<file path="src/rtl/y86_mem_arbiter_if.sv">
// Bus bundle between the y86 fetch/data requesters, the arbiter and the unified memory.
// slave = arbiter view; master = requesters plus memory (environment) view.
interface y86_mem_arbiter_if #(
    parameter int MEM_AW = 30
);
    logic              if_req;
    logic [31:0]       if_addr;
    logic              if_ready;
    logic [47:0]       if_data;

    logic              dm_req;
    logic              dm_we;
    logic [31:0]       dm_addr;
    logic [31:0]       dm_wdata;
    logic              dm_ready;
    logic [31:0]       dm_rdata;

    logic              mem_en;
    logic              mem_we;
    logic [MEM_AW-1:0] mem_addr;
    logic [31:0]       mem_wdata;
    logic [31:0]       mem_rdata;

    modport slave (
        input  if_req, if_addr, dm_req, dm_we, dm_addr, dm_wdata, mem_rdata,
        output if_ready, if_data, dm_ready, dm_rdata,
               mem_en, mem_we, mem_addr, mem_wdata
    );

    modport master (
        output if_req, if_addr, dm_req, dm_we, dm_addr, dm_wdata, mem_rdata,
        input  if_ready, if_data, dm_ready, dm_rdata,
               mem_en, mem_we, mem_addr, mem_wdata
    );
endinterface

</file>
<file path="src/rtl/y86_mem_arbiter.sv">
// Round-robin arbiter sharing one 32-bit synchronous memory between y86 fetch (48-bit, any byte
// address) and data word accesses. Define Y86_ARB_STATS_EN to add saturating activity counters.
module y86_mem_arbiter #(
    parameter int MEM_AW     = 30,
    parameter bit DATA_FIRST = 1'b1
) (
    input  logic             CLK,
    input  logic             RESET_N,
    y86_mem_arbiter_if.slave bus,
    output logic             busy
`ifdef Y86_ARB_STATS_EN
    ,
    output logic [15:0]      stat_fetch,
    output logic [15:0]      stat_data,
    output logic [15:0]      stat_conflict
`endif
);
    typedef enum logic [2:0] {
        IDLE    = 3'd0,
        F_ISSUE = 3'd1,
        F_CAP   = 3'd2,
        D_ISSUE = 3'd3,
        D_CAP   = 3'd4,
        DONE    = 3'd5
    } state_t;

    state_t            state_q, state_d;
    logic              ptr_q, ptr_d;          // 1: data wins the next conflict
    logic              own_data_q, own_data_d;
    logic [MEM_AW-1:0] waddr_q, waddr_d;
    logic [1:0]        off_q, off_d;
    logic [1:0]        nlast_q, nlast_d;
    logic [1:0]        cnt_q, cnt_d;
    logic              we_q, we_d;
    logic [31:0]       wdata_q, wdata_d;
    logic [63:0]       fbuf_q, fbuf_d;
    logic [47:0]       if_data_q, if_data_d;
    logic [31:0]       dm_rdata_q, dm_rdata_d;

    logic              mem_en, mem_we;
    logic [MEM_AW-1:0] mem_addr;
    logic [31:0]       mem_wdata;
    logic              if_ready, dm_ready;
    logic              acc_fetch, acc_data, conflict;
    logic [95:0]       fcat;
    logic              unused_addr_bits;

    assign unused_addr_bits = ^{bus.dm_addr[1:0]};

    always_ff @(posedge CLK or negedge RESET_N) begin
        if (!RESET_N) begin
            state_q    <= IDLE;
            ptr_q      <= DATA_FIRST;
            own_data_q <= 1'b0;
            waddr_q    <= '0;
            off_q      <= '0;
            nlast_q    <= '0;
            cnt_q      <= '0;
            we_q       <= 1'b0;
            wdata_q    <= '0;
            fbuf_q     <= '0;
            if_data_q  <= '0;
            dm_rdata_q <= '0;
        end else begin
            state_q    <= state_d;
            ptr_q      <= ptr_d;
            own_data_q <= own_data_d;
            waddr_q    <= waddr_d;
            off_q      <= off_d;
            nlast_q    <= nlast_d;
            cnt_q      <= cnt_d;
            we_q       <= we_d;
            wdata_q    <= wdata_d;
            fbuf_q     <= fbuf_d;
            if_data_q  <= if_data_d;
            dm_rdata_q <= dm_rdata_d;
        end
    end

    always_comb begin
        state_d    = state_q;
        ptr_d      = ptr_q;
        own_data_d = own_data_q;
        waddr_d    = waddr_q;
        off_d      = off_q;
        nlast_d    = nlast_q;
        cnt_d      = cnt_q;
        we_d       = we_q;
        wdata_d    = wdata_q;
        fbuf_d     = fbuf_q;
        if_data_d  = if_data_q;
        dm_rdata_d = dm_rdata_q;
        mem_en     = 1'b0;
        mem_we     = 1'b0;
        mem_addr   = '0;
        mem_wdata  = '0;
        if_ready   = 1'b0;
        dm_ready   = 1'b0;
        acc_fetch  = 1'b0;
        acc_data   = 1'b0;
        conflict   = 1'b0;
        fcat       = '0;

        case (state_q)
            IDLE: begin
                conflict = bus.if_req && bus.dm_req;
                acc_data = bus.dm_req && (!bus.if_req || ptr_q);
                acc_fetch = bus.if_req && !acc_data;
                if (acc_data) begin
                    ptr_d      = 1'b0;
                    own_data_d = 1'b1;
                    waddr_d    = bus.dm_addr[MEM_AW+1:2];
                    we_d       = bus.dm_we;
                    wdata_d    = bus.dm_wdata;
                    state_d    = D_ISSUE;
                end else if (acc_fetch) begin
                    ptr_d      = 1'b1;
                    own_data_d = 1'b0;
                    waddr_d    = bus.if_addr[MEM_AW+1:2];
                    off_d      = bus.if_addr[1:0];
                    nlast_d    = (bus.if_addr[1:0] == 2'd3) ? 2'd2 : 2'd1;
                    cnt_d      = '0;
                    state_d    = F_ISSUE;
                end
            end
            F_ISSUE: begin
                // Each cycle issues word cnt and captures the word issued the cycle before.
                mem_en   = 1'b1;
                mem_addr = waddr_q + MEM_AW'(cnt_q);
                if (cnt_q == 2'd1) fbuf_d[31:0]  = bus.mem_rdata;
                if (cnt_q == 2'd2) fbuf_d[63:32] = bus.mem_rdata;
                cnt_d = cnt_q + 2'd1;
                if (cnt_q == nlast_q) state_d = F_CAP;
            end
            F_CAP: begin
                if (nlast_q == 2'd2) fcat = {bus.mem_rdata, fbuf_q};
                else                 fcat = {32'h0, bus.mem_rdata, fbuf_q[31:0]};
                if_data_d = 48'(fcat >> {off_q, 3'b000});
                state_d   = DONE;
            end
            D_ISSUE: begin
                mem_en    = 1'b1;
                mem_we    = we_q;
                mem_addr  = waddr_q;
                mem_wdata = wdata_q;
                state_d   = we_q ? DONE : D_CAP;
            end
            D_CAP: begin
                dm_rdata_d = bus.mem_rdata;
                state_d    = DONE;
            end
            DONE: begin
                if_ready = !own_data_q;
                dm_ready = own_data_q;
                state_d  = IDLE;
            end
            default: state_d = IDLE;
        endcase
    end

    assign bus.mem_en    = mem_en;
    assign bus.mem_we    = mem_we;
    assign bus.mem_addr  = mem_addr;
    assign bus.mem_wdata = mem_wdata;
    assign bus.if_ready  = if_ready;
    assign bus.if_data   = if_data_q;
    assign bus.dm_ready  = dm_ready;
    assign bus.dm_rdata  = dm_rdata_q;
    assign busy          = (state_q != IDLE);

`ifdef Y86_ARB_STATS_EN
    logic [15:0] sf_q, sd_q, sc_q;

    always_ff @(posedge CLK or negedge RESET_N) begin
        if (!RESET_N) begin
            sf_q <= '0;
            sd_q <= '0;
            sc_q <= '0;
        end else begin
            if (acc_fetch && sf_q != '1) sf_q <= sf_q + 16'd1;
            if (acc_data  && sd_q != '1) sd_q <= sd_q + 16'd1;
            if (conflict  && sc_q != '1) sc_q <= sc_q + 16'd1;
        end
    end

    assign stat_fetch    = sf_q;
    assign stat_data     = sd_q;
    assign stat_conflict = sc_q;
`endif
endmodule

</file>
<file path="src/flat_wrapper.sv">
// flat-port wrapper written by rule: the top's interface ports become plain ports
module y86_mem_arbiter_flat 
#(
    parameter int MEM_AW     = 30,
    parameter bit DATA_FIRST = 1'b1
)
  (CLK, RESET_N, busy, bus_if_req, bus_if_addr, bus_dm_req, bus_dm_we, bus_dm_addr, bus_dm_wdata, bus_mem_rdata, bus_if_ready, bus_if_data, bus_dm_ready, bus_dm_rdata, bus_mem_en, bus_mem_we, bus_mem_addr, bus_mem_wdata);
  y86_mem_arbiter_if #(.MEM_AW(MEM_AW)) bus_i ();
  input  logic CLK;
  input  logic RESET_N;
  output logic busy;
  input wire logic [$bits(bus_i.if_req)-1:0] bus_if_req;
  input wire logic [$bits(bus_i.if_addr)-1:0] bus_if_addr;
  input wire logic [$bits(bus_i.dm_req)-1:0] bus_dm_req;
  input wire logic [$bits(bus_i.dm_we)-1:0] bus_dm_we;
  input wire logic [$bits(bus_i.dm_addr)-1:0] bus_dm_addr;
  input wire logic [$bits(bus_i.dm_wdata)-1:0] bus_dm_wdata;
  input wire logic [$bits(bus_i.mem_rdata)-1:0] bus_mem_rdata;
  output wire logic [$bits(bus_i.if_ready)-1:0] bus_if_ready;
  output wire logic [$bits(bus_i.if_data)-1:0] bus_if_data;
  output wire logic [$bits(bus_i.dm_ready)-1:0] bus_dm_ready;
  output wire logic [$bits(bus_i.dm_rdata)-1:0] bus_dm_rdata;
  output wire logic [$bits(bus_i.mem_en)-1:0] bus_mem_en;
  output wire logic [$bits(bus_i.mem_we)-1:0] bus_mem_we;
  output wire logic [$bits(bus_i.mem_addr)-1:0] bus_mem_addr;
  output wire logic [$bits(bus_i.mem_wdata)-1:0] bus_mem_wdata;
  assign bus_i.if_req = bus_if_req;
  assign bus_i.if_addr = bus_if_addr;
  assign bus_i.dm_req = bus_dm_req;
  assign bus_i.dm_we = bus_dm_we;
  assign bus_i.dm_addr = bus_dm_addr;
  assign bus_i.dm_wdata = bus_dm_wdata;
  assign bus_i.mem_rdata = bus_mem_rdata;
  assign bus_if_ready = bus_i.if_ready;
  assign bus_if_data = bus_i.if_data;
  assign bus_dm_ready = bus_i.dm_ready;
  assign bus_dm_rdata = bus_i.dm_rdata;
  assign bus_mem_en = bus_i.mem_en;
  assign bus_mem_we = bus_i.mem_we;
  assign bus_mem_addr = bus_i.mem_addr;
  assign bus_mem_wdata = bus_i.mem_wdata;
  y86_mem_arbiter #(.MEM_AW(MEM_AW), .DATA_FIRST(DATA_FIRST)) u_core (.CLK(CLK), .RESET_N(RESET_N), .bus(bus_i), .busy(busy));
endmodule
</file>
<file path="config.mk">
export PLATFORM = sky130hd
export DESIGN_NAME = y86_mem_arbiter_flat
export DESIGN_NICKNAME = d
export VERILOG_FILES = /design/src/rtl/y86_mem_arbiter_if.sv /design/src/rtl/y86_mem_arbiter.sv /design/src/flat_wrapper.sv
export SDC_FILE = /design/constraint.sdc
export NUM_CORES = 1
export LEC_CHECK = 0
export CAP_MARGIN = 20
export CORE_MARGIN = 1
export CORE_UTILIZATION = 50
export DETAILED_ROUTE_END_ITERATION = 6
export PLACE_DENSITY = 0.87
export SLEW_MARGIN = 20
export SYNTH_ARGS = -nofsm -noshare
export SYNTH_HDL_FRONTEND = slang
export SYNTH_SLANG_ARGS = --single-unit
</file>
<file path="constraint.sdc">
create_clock -name CLK -period 2.4 [get_ports CLK]
set_input_delay 0.24 -clock CLK [delete_from_list [all_inputs] [get_ports CLK]]
set_output_delay 0.24 -clock CLK [all_outputs]
set_load 0.02 [all_outputs]
</file>
**Word level (Yosys, flattened, before mapping)**

Cells that the tools add are included.

- Register bits after elaboration: 218
- Input port bits: 133
- Output and inout bits: 147

- Add/subtract/negate cells: 2
- Eq/ne operators: 14
- Shift-type cells: 1
- Mux-type cells: 23
- Bitwise logic cells: 1
- Reductions and logical operators: 19

Operators by type and width:

| cell | count |
|---|---|
| $mux W96 | 2 |
| $shr A96 B5 Y48 | 1 |
| $mux W30 | 2 |
| $pmux W30 S2 | 1 |
| $mux W32 | 1 |
| $add A30 B2 Y30 | 1 |
| $pmux W3 S4 | 1 |
| $reduce_and A2 Y1 | 5 |
| $mux W1 | 9 |
| $mux W3 | 3 |
| $eq A2 B2 Y1 const B | 3 |
| $eq A3 B2 Y1 const B | 2 |
| $eq A3 B3 Y1 const B | 2 |
| $mux W2 | 3 |
| $reduce_and A3 Y1 | 2 |
| $ne A2 B1 Y1 const B | 2 |
| $pmux W2 S2 | 1 |
| $reduce_bool A2 Y1 | 2 |
| $reduce_or A2 Y1 | 2 |
| $eq A3 B1 Y1 const B | 1 |
| $logic_not A1 Y1 | 3 |
| $logic_not A3 Y1 | 1 |
| $ne A3 B1 Y1 const B | 1 |
| $reduce_bool A3 Y1 | 1 |
| 7 further kinds | 8 |

**Longest topological paths before layout**

- Depth after elaboration: 8
- Mapped depth: 7

**Least setup slack after synthesis**

No wires, ideal clock.

- Kind: reg2out
- Start point: register u_core.cnt_q[0]
- End point: output bus_mem_addr[26]
- Arrival: 2.144 ns
- Required time: 2.160 ns
- Slack: 0.016 ns
- Stages on the path, launching flop included: 7
- Buffers on the path: 0
- Cells stage by stage: dfrtp_1 -> ha_1 -> fa_1 -> nor2b_1 -> nand3_1 -> or4_1 -> a21oi_1

- Word-level cells in the longest chain between the ends: 2

RTL lines:

| element | RTL line | RTL |
|---|---|---|
| start, declared | y86_mem_arbiter.sv:33 | `logic [1:0] cnt_q, cnt_d;` |
| start signal, assigned | y86_mem_arbiter.sv:71 | `cnt_q <= cnt_d;` |
| $add A30 B2 Y30 | y86_mem_arbiter.sv:129 | `mem_addr = waddr_q + MEM_AW'(cnt_q);` |
| $pmux W30 S2 | y86_mem_arbiter.sv:104 | `case (state_q)` |
| end, declared | flat_wrapper.sv:25 | `output wire logic [$bits(bus_i.mem_addr)-1:0] bus_mem_addr;` |

No other way between the ends.

**Worst setup path after layout**

- Start point: register u_core.waddr_q[10]
- End point: output bus_mem_addr[27]

- Word-level cells in the longest chain between the ends: 2

RTL lines:

| element | RTL line | RTL |
|---|---|---|
| start, declared | y86_mem_arbiter.sv:30 | `logic [MEM_AW-1:0] waddr_q, waddr_d;` |
| start signal, assigned | y86_mem_arbiter.sv:68 | `waddr_q <= waddr_d;` |
| $add A30 B2 Y30 | y86_mem_arbiter.sv:129 |  |
| $pmux W30 S2 | y86_mem_arbiter.sv:104 |  |

No other way between the ends.

==> impl_metrics.tcl <==
set metrics [dict create \
    hold_path.class "in2async" \
    netlist_area_sq_um 11000 \
    yosys.area_share.simple_pct 10.5 \
    synth_fa_ha_area_share_pct 0.637 \
    ys_warn_count 0 \
    p_int_uw 13300 \
    vdd_drop_max_v 0.000836 \
    grt_use_total_pct 30.6 \
    nets 1368 \
    combPwrFrac_pct 50.8 \
    synth_compound_area_share_pct 9.91 \
    cp.arrival_ps 2560 \
    start_kind "flip-flop" \
    fin_crit_sh_pct 116 \
    die-area_sq_um 22600 \
    crit_start "u_core.waddr_q[10]" \
    num_io_pins 280 \
    die_h_microns 150 \
    routed-via-count 9387 \
    relSlewSlack_pct 47.4 \
    setup_viol_count_final 23 \
    switchingPower_uw 8400 \
    violations "negative setup slack" \
    route.detailed.drc 0 \
    status "complete, but fails checks" \
    htreeDepth 1 \
    setup_slack_ps -396 \
    synth_mux_area_share_pct 24.9 \
    finalHoldViolCount 0 \
    tightest_slew_ps 787 \
    synth_ff_type "dfrtp_1" \
    diodes 0 \
    cts_root_buf "clkbuf_16" \
    insertion_delay_ps 520 \
    syn_nets 1041 \
    crit_type "reg2out" \
    period_needed_ps 2800 \
    totalWireLength_mm 35.5 \
    fp.coreArea_sq_um 21300 \
    finalWeightedCongestion 0.933 \
    drive_gt1_share_pct 32.3 \
    area_delta_synth_final_pct 41.7 \
    leakagePower_uw 0.00671 \
    synth-seq-cells 218 \
    p_total_uw 21700 \
    max_freq_mhz 358 \
    rows 53 \
    io_buffers 277 \
    clock_path_buffers 3 \
    r2r-start "u_core.state_q[1]" \
    synth_edf_count 0 \
    synthXorXnorAreaFrac_pct 0.875 \
    dr.pass1.iters 7 \
    synth.avg_cell_area_sq_um 12.2 \
    maxSlewViolCount 0 \
    die_x_microns 150 \
    utilization_pct 73.2 \
    fill_cells 1369 \
    grt-ovfl-total 0 \
    p_seq_share_pct 32.0 \
    clk_pin_slew_ps 60 \
    crit_path_end_kind "primary output" \
    swShare_pct 38.8 \
    maxCapViolCount 0 \
    start_util_pct 51.7 \
    drt_iter0_drc 690 \
    grt_pass1_wl_mm 52.8 \
    cts_sinks 218 \
    cts_tree "yes" \
    finalSetupTns_ps -6010 \
    r2r_cells 6 \
    yosysSeqAreaShare_pct 49.6 \
    crit_required_ps 2160 \
    ant_nets 0 \
    pwr-share-clk_pct 17.2 \
    critPathMaxFanout 5 \
    viasPerCell 6.17 \
    power_density_nw_per_um2 1390 \
    r2r-end "u_core.waddr_q[5]" \
    rsz0062_at_grt "true" \
    dpl.hpwl_mm 23.5 \
    synthArstFlopShare_pct 100 \
    skew_ps 15.4 \
    synth_top_family_by_area "multiplexers" \
    grt_pass1_vias 9369 \
    antenna_found_initial 0 \
    postSynthCellCount 903 \
    rrSetupSlack_ps 110 \
    synth_cell_types 52 \
    cp-endpoint "bus_mem_addr[27]" \
    cts_inserted_buffers 25 \
    grt_max_degree 81 \
    wl_per_cell_microns 23.4 \
]
power by group through the flow:
stage | Combinational (uW) | Sequential [uW] | Clock (uW)
finish | 11000 | 6930 | 3730
global route | 11700 | 7110 | 3920
floorplan | 5470 | 7390 | 0
CTS | 10800 | 6860 | 3770
detailed placement | 10600 | 6860 | 0
global placement | 10400 | 6740 | 0
per-layer routing:
layer	track usage, %	share of wire, %	up-vias
met5	0	0	-
met1	38.4	37	4690
met3	7.21	9.9	117
met4	13.2	4.9	0
li1	-	-	4033
met2	50.5	48	547
logic make-up after synthesis:
logic type                 count (synthesis)
adders and majority gates                  5
muxes                                    215
DFF                                      218
AOI/OAI and AO/OA                        141
and+or+nand+nor                          215
buffers and inverters                     98
xor gates and xnor gates                  11
cell usage after synthesis, types with 2 or more instances:
master     count  area (sq um)
dfrtp_1      217          5430
mux2_2       147          1660
clkbuf_1      43           161
nand2_1       41           154
nor2_1        41           154
and3_1        39           244
a221o_1       37           370
mux2i_1       36           360
mux4_2        32           721
o21ai_0       31           155
inv_1         26          97.6
and2_0        19           119
buf_2         19          95.1
nand3_1       19          95.1
a21oi_1       16          80.1
o31ai_1       16           120
or4_1         11          82.6
nand4_1        9          56.3
a2111oi_0      8          70.1
a222oi_1       8          80.1
and2_1         8          50.1
o211a_1        8          80.1
buf_1          7          26.3
or3_1          6          37.5
xor2_1         6          52.6
xnor2_1        5          43.8
a21o_1         4          30.0
ha_1           4          50.1
nand2b_1       4          25.0
nor2b_1        4          25.0
buf_4          3          22.5
a31o_2         2          17.5
a31oi_1        2          12.5
and4_1         2          17.5
and4b_1        2          20.0
nor3_1         2          10.0
nor4_1         2          12.5
o211ai_1       2          15.0
o21a_1         2          15.0
sequential cells by signal, indices dropped and copies added, names as in the netlist:
register             cells
u_core.fbuf_q           64
u_core.bus.if_data      48
u_core.bus.dm_rdata     32
u_core.wdata_q          32
u_core.waddr_q          30
u_core.state_q           3
u_core.cnt_q             2
u_core.nlast_q           2
u_core.off_q             2
u_core.own_data_q        1
u_core.ptr_q             1
u_core.we_q              1
per-stage QoR:
step	area, sq um	hold slack (ps)	worst slack [ps]	instances
final	15600	295	-396	1521
after global routing	15600	338	-412	1521
after CTS	15500	318	-331	1513
after detailed placement	14500	257	-406	1447
after global placement	14500	261	-324	1447
after floorplan	11000	-55.6	16.1	903
layout make-up:
cell class / instances / area, sq um / share of cell area [%]
inverters: 26 / 97.6 / 0.626
clock inverters: 8 / 93.8 / 0.602
repair buffers: 371 / 3520 / 22.6
flip-flops and latches: 218 / 5460 / 35.0
well taps: 275 / 344 / 2.21
clock buffers: 35 / 693 / 4.45
multi-input cells: 588 / 5380 / 34.5
worst min path at each step:
stage	startpoint	to	slack, ps	cells after the start
2_1_floorplan	RESET_N	u_core.bus.dm_rdata[0]	-60	0
3_3_place_gp	RESET_N	u_core.wdata_q[5]	260	1
3_5_place_dp	RESET_N	u_core.wdata_q[5]	260	1
4_1_cts	RESET_N	u_core.wdata_q[8]	320	2
5_1_grt	RESET_N	u_core.wdata_q[5]	340	2
6_report	RESET_N	u_core.wdata_q[5]	290	2
cells in the final DEF, fill, tap and decap left out, types with 4 or more instances in the layout:
cell type        instances
clkbuf_1                 7
dfrtp_1                214
nand3_1                 13
o211a_1                  8
or4_4                    5
a221o_1                 37
and2_1                   8
a2111oi_0                8
clkbuf_16               25
a222oi_1                 8
o21ai_0                 30
mux4_2                  32
and3_1                  38
inv_1                   25
dlygate4sd2_1           21
or3_1                    5
nand3_2                  5
buf_4                   93
nor2_1                  37
xnor2_1                  4
or4_1                    6
o31ai_1                 15
clkdlybuf4s50_1        210
nand2b_1                 4
mux2i_1                 36
and2_0                  19
buf_6                   16
a21oi_1                 10
mux2_2                 147
a21oi_2                  5
clkbuf_2                10
clkinv_2                 5
nand2_1                 38
nand4_1                  9
clkdlybuf4s15_2          4
buf_12                  10
xor2_1                   6
critical path, cell delays in order (launching register included):
cell and delay (ps):
dfrtp_1 350, nand4_1 170, or4_4 630, or4_4 510
a21oi_1 210, buf_4 170
timing repair:
action	in CTS	in global routing
endpoints found under the hold margin	70	0
endpoints found under the setup margin	62	58
pin swaps	24	15
cloned	1	0
hold buffers	1	0
resized for setup	214	39
setup buffers	22	8
Power figures use the tool's default switching activity.
